===== src/rtl/cpu_defs_pkg.sv =====
// ---------------------------------------------------------------------------
// cpu_defs -- shared CPU type definitions.
//
// Contents:
//   rob_index_t       ROB index, including the wrap bit in the MSB
//   oper_t            decoded reservation-station operation
//   tlb_op_t          TLB operation select (TLBR/TLBWI/TLBWR/TLBP)
//   cp0_ctrl_state_t  CP0 issue-control FSM states
//   is_tlb_op()       true for the four TLB operations
//   tlb_decode()      oper_t -> tlb_op_t
// ---------------------------------------------------------------------------
package cpu_defs;

    localparam int ROB_IDX_W = 5;

    typedef logic [ROB_IDX_W-1:0] rob_index_t;

    // TLB ops occupy the upper half of the encoding so they share op[2].
    typedef enum logic [2:0] {
        OP_NOP   = 3'd0,
        OP_MFC0  = 3'd1,
        OP_MTC0  = 3'd2,
        OP_ERET  = 3'd3,
        OP_TLBR  = 3'd4,
        OP_TLBWI = 3'd5,
        OP_TLBWR = 3'd6,
        OP_TLBP  = 3'd7
    } oper_t;

    typedef enum logic [1:0] {
        TLB_R  = 2'd0,
        TLB_WI = 2'd1,
        TLB_WR = 2'd2,
        TLB_P  = 2'd3
    } tlb_op_t;

    typedef enum logic [2:0] {
        IDLE      = 3'd0,
        WAIT_HEAD = 3'd1,
        TLB_START = 3'd2,
        TLB_WAIT  = 3'd3,
        RESULT    = 3'd4
    } cp0_ctrl_state_t;

    function automatic logic is_tlb_op(input oper_t op);
        is_tlb_op = op[2];
    endfunction

    function automatic tlb_op_t tlb_decode(input oper_t op);
        case (op)
            OP_TLBWI: tlb_decode = TLB_WI;
            OP_TLBWR: tlb_decode = TLB_WR;
            OP_TLBP:  tlb_decode = TLB_P;
            default:  tlb_decode = TLB_R;
        endcase
    endfunction

endpackage


===== src/rtl/cp0_issue_ctrl.sv =====
// ---------------------------------------------------------------------------
// cp0_issue_ctrl -- issues CP0 operations non-speculatively at the ROB head.
//
// An op offered by the CP0 reservation station is latched, held until its
// ROB index is the valid ROB head, optionally runs a TLB operation, then
// requests the CDB. rs_ack pulses for one cycle when the CDB grant lands.
//
// Build option: define CPU_TLB_EN to include the TLB_START/TLB_WAIT path
// and the TLB timeout counter. Without it, TLB ops complete like any other
// CP0 op and the TLB outputs are tied low.
//
// Ports:
//   clk, rst            clock, synchronous active-high reset
//   flush               pipeline flush; kills the op in flight
//   rs_ready            RS entry busy with operands ready
//   rs_reorder, rs_op   ROB index and decoded op of the RS entry
//   rob_head(_valid)    current ROB head index and its valid flag
//   rs_ack              RS data_ack / CP0 write strobe qualifier
//   tlb_start, tlb_op   one-cycle TLB start pulse and op select
//   tlb_done            TLB operation complete
//   cdb_req/_reorder    CDB broadcast request and its ROB index
//   cdb_grant           CDB arbiter grant
//   busy                FSM not idle
//   timeout_ex          one-cycle pulse when the TLB op times out
// ---------------------------------------------------------------------------
module cp0_issue_ctrl
    import cpu_defs::*;
#(
    parameter int TLB_TIMEOUT = 16
) (
    input  logic       clk,
    input  logic       rst,
    input  logic       flush,
    input  logic       rs_ready,
    input  rob_index_t rs_reorder,
    input  oper_t      rs_op,
    input  rob_index_t rob_head,
    input  logic       rob_head_valid,
    output logic       rs_ack,
    output logic       tlb_start,
    output tlb_op_t    tlb_op,
    input  logic       tlb_done,
    output logic       cdb_req,
    output rob_index_t cdb_reorder,
    input  logic       cdb_grant,
    output logic       busy,
    output logic       timeout_ex
);

    cp0_ctrl_state_t state_q, state_d;
    rob_index_t      idx_q;
    oper_t           op_q;
    logic            latch_en;

`ifdef CPU_TLB_EN
    localparam int              CNT_W    = $clog2(TLB_TIMEOUT + 1);
    localparam logic [CNT_W-1:0] CNT_LAST = CNT_W'(TLB_TIMEOUT - 1);

    logic [CNT_W-1:0] cnt_q;
    logic             cnt_clr;
    logic             cnt_inc;
`else
    logic unused_tlb;
    assign unused_tlb = tlb_done ^ (TLB_TIMEOUT != 0);
`endif

    always_comb begin
        state_d    = state_q;
        latch_en   = 1'b0;
        rs_ack     = 1'b0;
        tlb_start  = 1'b0;
        cdb_req    = 1'b0;
        timeout_ex = 1'b0;
`ifdef CPU_TLB_EN
        cnt_clr    = 1'b0;
        cnt_inc    = 1'b0;
`endif
        case (state_q)
            IDLE: begin
                if (rs_ready) begin
                    latch_en = 1'b1;
                    state_d  = WAIT_HEAD;
                end
            end
            WAIT_HEAD: begin
                // The RS may withdraw the entry while it waits for the head.
                if (!rs_ready) begin
                    state_d = IDLE;
                end else if (rob_head_valid && (rob_head == idx_q)) begin
`ifdef CPU_TLB_EN
                    state_d = is_tlb_op(op_q) ? TLB_START : RESULT;
`else
                    state_d = RESULT;
`endif
                end
            end
`ifdef CPU_TLB_EN
            TLB_START: begin
                tlb_start = 1'b1;
                cnt_clr   = 1'b1;
                state_d   = TLB_WAIT;
            end
            TLB_WAIT: begin
                // A done arriving on the last allowed cycle wins over timeout.
                if (tlb_done) begin
                    state_d = RESULT;
                end else if (cnt_q == CNT_LAST) begin
                    timeout_ex = 1'b1;
                    state_d    = RESULT;
                end else begin
                    cnt_inc = 1'b1;
                end
            end
`endif
            RESULT: begin
                cdb_req = 1'b1;
                if (cdb_grant) begin
                    rs_ack  = 1'b1;
                    state_d = IDLE;
                end
            end
            default: state_d = IDLE;
        endcase

        // Flush and reset kill the op in flight without acknowledging it.
        if (flush || rst) begin
            rs_ack     = 1'b0;
            tlb_start  = 1'b0;
            cdb_req    = 1'b0;
            timeout_ex = 1'b0;
            latch_en   = 1'b0;
            state_d    = IDLE;
`ifdef CPU_TLB_EN
            cnt_clr    = 1'b1;
`endif
        end
    end

    always_ff @(posedge clk) begin
        if (rst) begin
            state_q <= IDLE;
            idx_q   <= '0;
            op_q    <= OP_NOP;
        end else begin
            state_q <= state_d;
            if (latch_en) begin
                idx_q <= rs_reorder;
                op_q  <= rs_op;
            end
        end
    end

`ifdef CPU_TLB_EN
    // Saturating cycle counter for TLB_WAIT.
    always_ff @(posedge clk) begin
        if (rst || cnt_clr) begin
            cnt_q <= '0;
        end else if (cnt_inc && (cnt_q != CNT_LAST)) begin
            cnt_q <= cnt_q + CNT_W'(1);
        end
    end

    assign tlb_op = (!rst && ((state_q == TLB_START) || (state_q == TLB_WAIT)))
                    ? tlb_decode(op_q) : TLB_R;
`else
    assign tlb_op = TLB_R;
`endif

    assign cdb_reorder = (!rst && (state_q == RESULT)) ? idx_q : '0;
    assign busy        = !rst && (state_q != IDLE);

endmodule

===== config.mk =====
export PLATFORM = sky130hd
export DESIGN_NAME = cp0_issue_ctrl
export DESIGN_NICKNAME = d
export VERILOG_FILES = /design/src/rtl/cpu_defs_pkg.sv /design/src/rtl/cp0_issue_ctrl.sv
export SDC_FILE = /design/constraint.sdc
export NUM_CORES = 1
export LEC_CHECK = 0
export CELL_PAD_IN_SITES_DETAIL_PLACEMENT = 1
export CELL_PAD_IN_SITES_GLOBAL_PLACEMENT = 1
export CORE_UTILIZATION = 22
export DETAILED_ROUTE_END_ITERATION = 16
export GPL_TIMING_DRIVEN = 0
export PLACE_DENSITY_LB_ADDON = 0.1
export SLEW_MARGIN = 20
export SYNTH_ARGS = -nofsm -noshare
export SYNTH_HDL_FRONTEND = slang
export SYNTH_SLANG_ARGS = --single-unit

===== constraint.sdc =====
create_clock -name clk -period 2.2 [get_ports clk]
set_input_delay 0.33 -clock clk [delete_from_list [all_inputs] [get_ports clk]]
set_output_delay 0.33 -clock clk [all_outputs]
set_load 0.1 [all_outputs]

### Word-level counts from Yosys, hierarchy flattened

Index checks and enable logic that the tools add are counted.

* equal/unequal tests: 6
* mux-type cells: 14
* reductions and logical operators: 9

Operators by type and width (count)
* $mux W3: 4
* $pmux W3 S3: 1
* $mux W1: 8
* $eq A5 B5 Y1: 1
* $mux W5: 1
* $ne A2 B2 Y1 const B: 2
* $eq A3 B1 Y1 const B: 1
* $eq A3 B3 Y1 const B: 1
* $logic_and A1 B1 Y1: 3
* $logic_not A3 Y1: 1
* $ne A3 B3 Y1 const B: 1
* $reduce_and A3 Y1: 1
* $reduce_bool A3 Y1: 1
* $reduce_or A2 Y1: 1
* $logic_not A1 Y1: 1
* $logic_or A1 B1 Y1: 1

* register bits: 8
* input port bits: 20
* output and inout port bits: 12
* word-level logic and storage cells: 31

### Longest topological paths before layout

Gate-level depths: netlist (run 1).

* word-level depth: 5
* mapped depth: 4
* gate-level depth less buffers: 3

### Worst setup path before layout (run 1)

Ideal clock, no wire load.

* path kind: input to output
* start point: in rst
* end point: out rs_ack
* data arrival time: 2988 ps
* slack: -1118 ps
* stages: 4
* path buffers: 1
* path through: buf_6 > or3b_1 > nor2_1 > and2_1

* cells in the longest elaborated chain, start to end: 2

RTL lines
* start, declared: RTL line cp0_issue_ctrl.sv:32 `input logic rst,`
* $logic_or A1 B1 Y1: RTL line cp0_issue_ctrl.sv:126 `if (flush || rst) begin`
* $mux W1: RTL line cp0_issue_ctrl.sv:126
* end, declared: RTL line cp0_issue_ctrl.sv:39 `output logic rs_ack,`

No other way between the ends.

### Worst setup path in the final report (run 1)

* start point: reg state_q[2]
* end point: out busy

* cells in the longest elaborated chain, start to end: 2

RTL lines
* start, declared: RTL line cp0_issue_ctrl.sv:50 `cp0_ctrl_state_t state_q, state_d;`
* start signal, assigned: RTL line cp0_issue_ctrl.sv:145 `state_q <= state_d;`
* $reduce_bool A3 Y1: RTL line cp0_issue_ctrl.sv:170 `assign busy = !rst && (state_q != IDLE);`
* $logic_and A1 B1 Y1: RTL line cp0_issue_ctrl.sv:170
* end, declared: RTL line cp0_issue_ctrl.sv:46 `output logic busy,`

No other way between the ends.

==> reports/results.ini, run 1 <==
[clock_network]
clk_latency_ns=0.25
cts-root-buf=clkbuf_4
cts_sinks=7
htree_levels=1
clk_pin_slew_ns=0.06
cts_tree=yes
post_cts_buffers=0
cts_inserted_buffers=3
clockBufferDepth=2

[sta]
skew_ns=0.004035
timing.slew.headroom=0.3728
max_freq_mhz=483.0
rsz0062_at_grt=no
whs_ns=0.2797
tightest_slew_ns=0.9445
min_period_ns=2.071
finalSetupViolations=0
period_share=0.9412
hold_violations=0
drv_slew=0

[route]
finalWirelength_um=1274
firstDrtPassIters=3
top_layer=met4
dr_wl_met2_um=584
vias=502
drt-initial-drc-count=1
wire_per_inst_um=11.48
route.layer.met1.wl_um=606
drc=0
via_per_inst=4.523
antenna_left=0
wl_met3_um=74

[power_and_ir_drop]
power.leakage_nw=0.2979
p_per_area_nw_per_um2=464.8
p_total_w=0.0003501
peakVddDrop_mv=0.3141

[cells_and_area]
layout.nets=105
fill_cells=243
finalNonFillerCells=111
seq_area_um2=140.1
multiInputGateArea_um2=292.8
drive_gt1_frac=0.2976
final_util=0.3879
synthToLayoutAreaGrowth_pct=67.22
n_antenna_cell=0

[floorplanning]
die_h_um=47.25
dieArea_um2=2233
rows=16
core_area_um2=1942
start_util=0.2320
die_w_um=47.25
io_pins=32

[worst_setup_path]
r2r_start=state_q[2]$_SDFFE_PP0P_
r2r_slack_ns=0.51
required_ns=1.87
critical_path.cell_chain=nor2_1 > nor2_1 > clkdlybuf4s15_1
crit_buf_inv=1
path_delay_family=buffers and inverters
cpMostUsedCell=nor2_1
critPathArrivalTime_ns=1.74
crit_fanout=10
cp-end-kind=primary output
slowest_stage=clkdlybuf4s15_1
worstSetupStartpointType=flip-flop
worstReg2RegEnd=state_q[2]$_SDFFE_PP0P_
path_class=flip-flop to primary output
max_stage_delay_ns=0.82
rr_worst_depth=3

[global_route]
grt_pass1_vias=464
grt_max_degree=11
grt_use_total=0.1371
grt_pass1_wl_um=2056
antenna_found_initial=0
grt-ovfl-total=0

[yosys]
ys_seq_area_frac=0.3111
synthTopCellsByArea=dfxtp_1, and3_2, xor2_1
synth_top_cell_area_share=0.3111
ys_ff_latch=7
mappedNetlistArea_um2=450.4
synth_cell_types=22
netlist_instances=55
synth_area_leader_cell=dfxtp_1
postSynthAreaPerCell_um2=8.190
yosysWarnings=0

[worst_hold_path]
min_from=rst
hold_path.class=input port to flip-flop
hold_path_depth=2
holdPathEnd=idx_q[0]$_SDFFE_PP0P_

[placed_design]
place.gp.congestion=0.6606
io_buffer_count=22
dpl.hpwl_um=1007
placed_cells=107

[status]
status=finished, final reports clean

[job]
drv_cap=0

==> metal layers <==
layer,vias up,GRT usage
li1,252,-
met4,0,0.03429
met5,-,0
met1,229,0.1628
met3,2,0.06923
met2,19,0.2192
==> power by group <==
| part | switching [W] | total (W) | leakage [nW] | internal [W] |
|---|---|---|---|---|
| clock network | 0.0000501 | 0.000120 | 0.0150 | 0.0000694 |
| registers | 0.00000322 | 0.000134 | 0.0568 | 0.000131 |
| logic | 0.0000579 | 0.0000968 | 0.226 | 0.0000389 |
==> final cells by class <==
class                           count  share of cell area
Clock buffer                        4             0.03488
Multi-Input combinational cell     46              0.3887
Buffer                              5             0.05482
Tap cell                           27             0.04485
Timing Repair Buffer               22              0.2907
Sequential cell                     7              0.1860
==> per-stage QoR <==
stage / cell area (um^2) / worst slack (ns) / TNS [ns]
CTS: 755.7 / 0.01386 / 0
global placement: 725.7 / -0.5240 / -3.249
detailed placement: 725.7 / -0.4414 / -2.874
floorplan: 471.7 / 0.09100 / 0
finish: 753.2 / 0.1294 / 0
global route: 753.2 / 0.01119 / 0
==> worst max path at each step <==
stage	slack [ns]	startpoint	to	cells after the start
after floorplan	0.09	rst	rs_ack	4
after global routing	0.01	state_q[2]$_SDFFE_PP0P_	busy	3
after detailed placement	-0.44	rst	cdb_reorder[1]	4
after global placement	-0.52	rst	cdb_reorder[2]	4
final	0.13	state_q[2]$_SDFFE_PP0P_	busy	3
after CTS	0.01	state_q[2]$_SDFFE_PP0P_	cdb_req	3
==> synthesized netlist by cell type, drive strengths merged <==
cell / count
and2: 1
a41oi: 1
a21oi: 5
nand2: 1
dfxtp: 7
or4b: 2
or3: 2
or2: 1
xnor2: 1
and3: 5
o21ai: 6
nand3: 5
xor2: 4
nor4: 1
nor2: 4
conb: 1
or3b: 2
nor3b: 1
buf: 5
==> kinds of logic (layout without fill, tap and decap cells) <==
kind of cell,after synthesis,in the layout,synth area share
compound gates,12,12,0.1416
xor+xnor,5,5,0.09722
buf+inv,5,31,0.09167
flops,7,7,0.3111
other cells,1,4,0.008325
simple gates,25,25,0.3500
==> cell usage in the layout, fill, tap and decap left out, types with 2 or more instances in the layout <==
| cell type | instances |
|---|---|
| clkbuf_4 | 4 |
| or4b_1 | 2 |
| nand3_1 | 5 |
| o21ai_0 | 5 |
| or3_1 | 2 |
| nor2_1 | 2 |
| xor2_1 | 4 |
| clkdlybuf4s15_2 | 5 |
| and3_2 | 5 |
| conb_1 | 4 |
| a21oi_1 | 5 |
| buf_4 | 4 |
| dfxtp_1 | 7 |
| clkdlybuf4s50_1 | 14 |
==> timing repair <==
item / 4_1_cts / 5_1_grt
endpoints found under the setup margin: 8 / 3
hold buffers: 0 / 0
gates resized for setup: 25 / 4
==> state kept, by name, indices dropped and copies added (netlist names) <==
signal   cells
idx_q        5
state_q      2
No activity file was read; power rests on OpenSTA's default activity.
==> run 2: changes to the inputs <==
--- a/config.mk
+++ b/config.mk
@@ -7,10 +7,11 @@
 export LEC_CHECK = 0
 export CELL_PAD_IN_SITES_DETAIL_PLACEMENT = 1
 export CELL_PAD_IN_SITES_GLOBAL_PLACEMENT = 1
+export CORE_MARGIN = 2
 export CORE_UTILIZATION = 22
 export DETAILED_ROUTE_END_ITERATION = 16
 export GPL_TIMING_DRIVEN = 0
-export PLACE_DENSITY_LB_ADDON = 0.1
+export PLACE_DENSITY = 0.77
 export SLEW_MARGIN = 20
 export SYNTH_ARGS = -nofsm -noshare
 export SYNTH_HDL_FRONTEND = slang
==> reports/results.ini, run 2 (synthesized netlist as in run 1, its figures left out) <==
[worst_setup_path]
critical_path.cell_chain=nor2_1 > nor2_1 > dlygate4sd2_1
cpMostUsedCell=nor2_1
path_delay_family=buffers and inverters
path_class=flip-flop to primary output
rr_worst_depth=3  ; unchanged
crit_buf_inv=1  ; unchanged
max_stage_delay_ns=0.86  ; +0.04 ns
slowest_stage=dlygate4sd2_1
crit_cells=3  ; unchanged
critPathArrivalTime_ns=1.74  ; about the same
startpoint=state_q[2]$_SDFFE_PP0P_
cp-end-kind=primary output
crit_fanout=10  ; unchanged
r2r_start=state_q[2]$_SDFFE_PP0P_
worstSetupStartpointType=flip-flop
required_ns=1.87  ; about the same

[power_and_ir_drop]
swShare=0.3234  ; +0.005632
peakVddDrop_mv=0.1875  ; -40%
power.leakage_nw=0.3012  ; +1.1%
p_clk_frac=0.347  ; +0.006
p_total_w=0.0003530  ; +0.84%
power.internal_w=0.0002389  ; about the same
power_frac_comb=0.273  ; -0.003
p_sw_w=0.0001142  ; +2.6%
p_per_area_nw_per_um2=469.5  ; +1.0%
seqPwrFrac=0.380  ; -0.002

[floorplanning]
core_area_um2=1942  ; unchanged
die_h_um=49.25  ; +4.2%
start_util=0.2320  ; unchanged
dieArea_um2=2426  ; +8.6%
die_w_um=49.25  ; +4.2%
rows=16  ; unchanged
io_pins=32  ; unchanged

[global_route]
grt_pass1_wl_um=2346  ; +14%
antenna_found_initial=0  ; unchanged
grt_pass1_vias=495  ; +6.7%
grt-ovfl-total=0  ; unchanged
grt_use_total=0.1281  ; -0.009024
grt_max_degree=11  ; unchanged

[sta]
max_freq_mhz=482.3  ; -0.13%
period_share=0.9424  ; +0.001210
drv_slew=0  ; unchanged
hold_violations=0  ; unchanged
timing.slew.headroom=0.3642  ; -0.008605
whs_ns=0.2808  ; +0.001160 ns
min_period_ns=2.073  ; +0.002662 ns
tightest_slew_ns=0.9575  ; +0.01303 ns
rsz0062_at_grt=no
skew_ns=0.003427  ; -0.0006077 ns
finalSetupViolations=0  ; unchanged

[clock_network]
clk_pin_slew_ns=0.06  ; about the same
cts-root-buf=clkbuf_4
clk_latency_ns=0.26  ; about the same
cts_sinks=7  ; unchanged
htree_levels=1  ; unchanged
cts_tree=yes
cts_inserted_buffers=3  ; unchanged
clockBufferDepth=2  ; unchanged

[worst_hold_path]
min_from=rst
hold_path.class=input port to flip-flop
hold_path_depth=2  ; unchanged

[status]
status=finished, final reports clean

[cells_and_area]
multiInputGateArea_um2=292.8  ; unchanged
top_regs=idx_q (5), state_q (2)
fill_cells=261  ; +7.4%
seq_area_um2=140.1  ; unchanged
final_area_um2=752.0  ; -0.17%
largest_reg_flops=5  ; unchanged
final_common_cell=clkdlybuf4s50_1
largest_register=idx_q
synthToLayoutAreaGrowth_pct=66.94
n_antenna_cell=0  ; unchanged
final_cell_mix=clkdlybuf4s50_1, dfxtp_1
layout.nets=105  ; unchanged
drive_gt1_frac=0.2976  ; unchanged

[placed_design]
dpl_cell_area_um2=725.7  ; unchanged
io_buffer_count=22  ; unchanged
place.gp.congestion=0.7612  ; +15%

[job]
drv_cap=0  ; unchanged

[route]
finalWirelength_um=1394  ; +9.4%
antenna_left=0  ; unchanged
vias=508  ; +1.2%
via_per_inst=4.577  ; +1.2%
drt-initial-drc-count=4  ; +3
firstDrtPassIters=6  ; +3
drc=0  ; unchanged
wire_per_inst_um=12.56  ; +9.4%

-- run 2: cell count changes in the layout (fill, tap and decap cells not counted) --
cell / previous run / this run
clkdlybuf4s15_1: 1 / 0
dlygate4sd2_1: 0 / 1
-- run 2: through the flow --
step,util,cells,setup TNS [ns],setup slack [ns]
floorplan,-,58,0,0.09100
global placement,0.3737,107,-2.784,-0.4406
detailed placement,0.3737,107,-2.929,-0.4610
CTS,0.3892,111,0,0.04035
global route,0.3872,111,0,0.01426
finish,0.3872,111,0,0.1267
-- run 2: path summary, 6_finish.rpt --
| path | end | slack [ns] |
|---|---|---|
| worst min register to register | idx_q[2]$_SDFFE_PP0P_ | 0.51 |
| worst max register to register | state_q[2]$_SDFFE_PP0P_ | 0.50 |
| worst min-delay path | idx_q[0]$_SDFFE_PP0P_ | 0.28 |
| worst max-delay path | busy | 0.13 |
-- run 2: worst reg2reg max path, stage by stage, from the launching register on --
cell and delay [ns]:
dfxtp_1 0.38, or4b_1 0.57, or4b_1 0.55, o21ai_1 0.14
-- run 2: layout make-up --
type                    count  area share
well taps                  27     0.04493
flip-flops and latches      7      0.1864
repair buffers             22      0.2895
multi-input cells          46      0.3894
plain buffers               5     0.05491
clock buffers               4     0.03494
-- run 2: timing repair --
action	CTS	global route
hold buffers	0	0
endpoints found under the setup margin	8	2
gates resized for setup	25	3
setup buffers	0	0
-- run 2: routing by layer --
| metal | GRT usage | vias up | part of all wire |
|---|---|---|---|
| met1 | 0.1503 | 229 | 0.43 |
| met2 | 0.2005 | 25 | 0.47 |
| li1 | - | 252 | - |
| met5 | 0 | - | 0 |
| met3 | 0.04601 | 2 | 0.093 |
| met4 | 0.07143 | 0 | 0.0079 |
-- run 2: power by group through the flow --
| stage | Combinational, W | Clock [W] | Sequential (W) |
|---|---|---|---|
| 4_1_cts | 0.0000971 | 0.000124 | 0.000134 |
| 3_3_place_gp | 0.0000956 | 0 | 0.000136 |
| 2_1_floorplan | 0.0000610 | 0 | 0.000136 |
| 5_1_grt | 0.000103 | 0.000131 | 0.000134 |
| 3_5_place_dp | 0.0000964 | 0 | 0.000137 |
| 6_report | 0.0000964 | 0.000123 | 0.000134 |
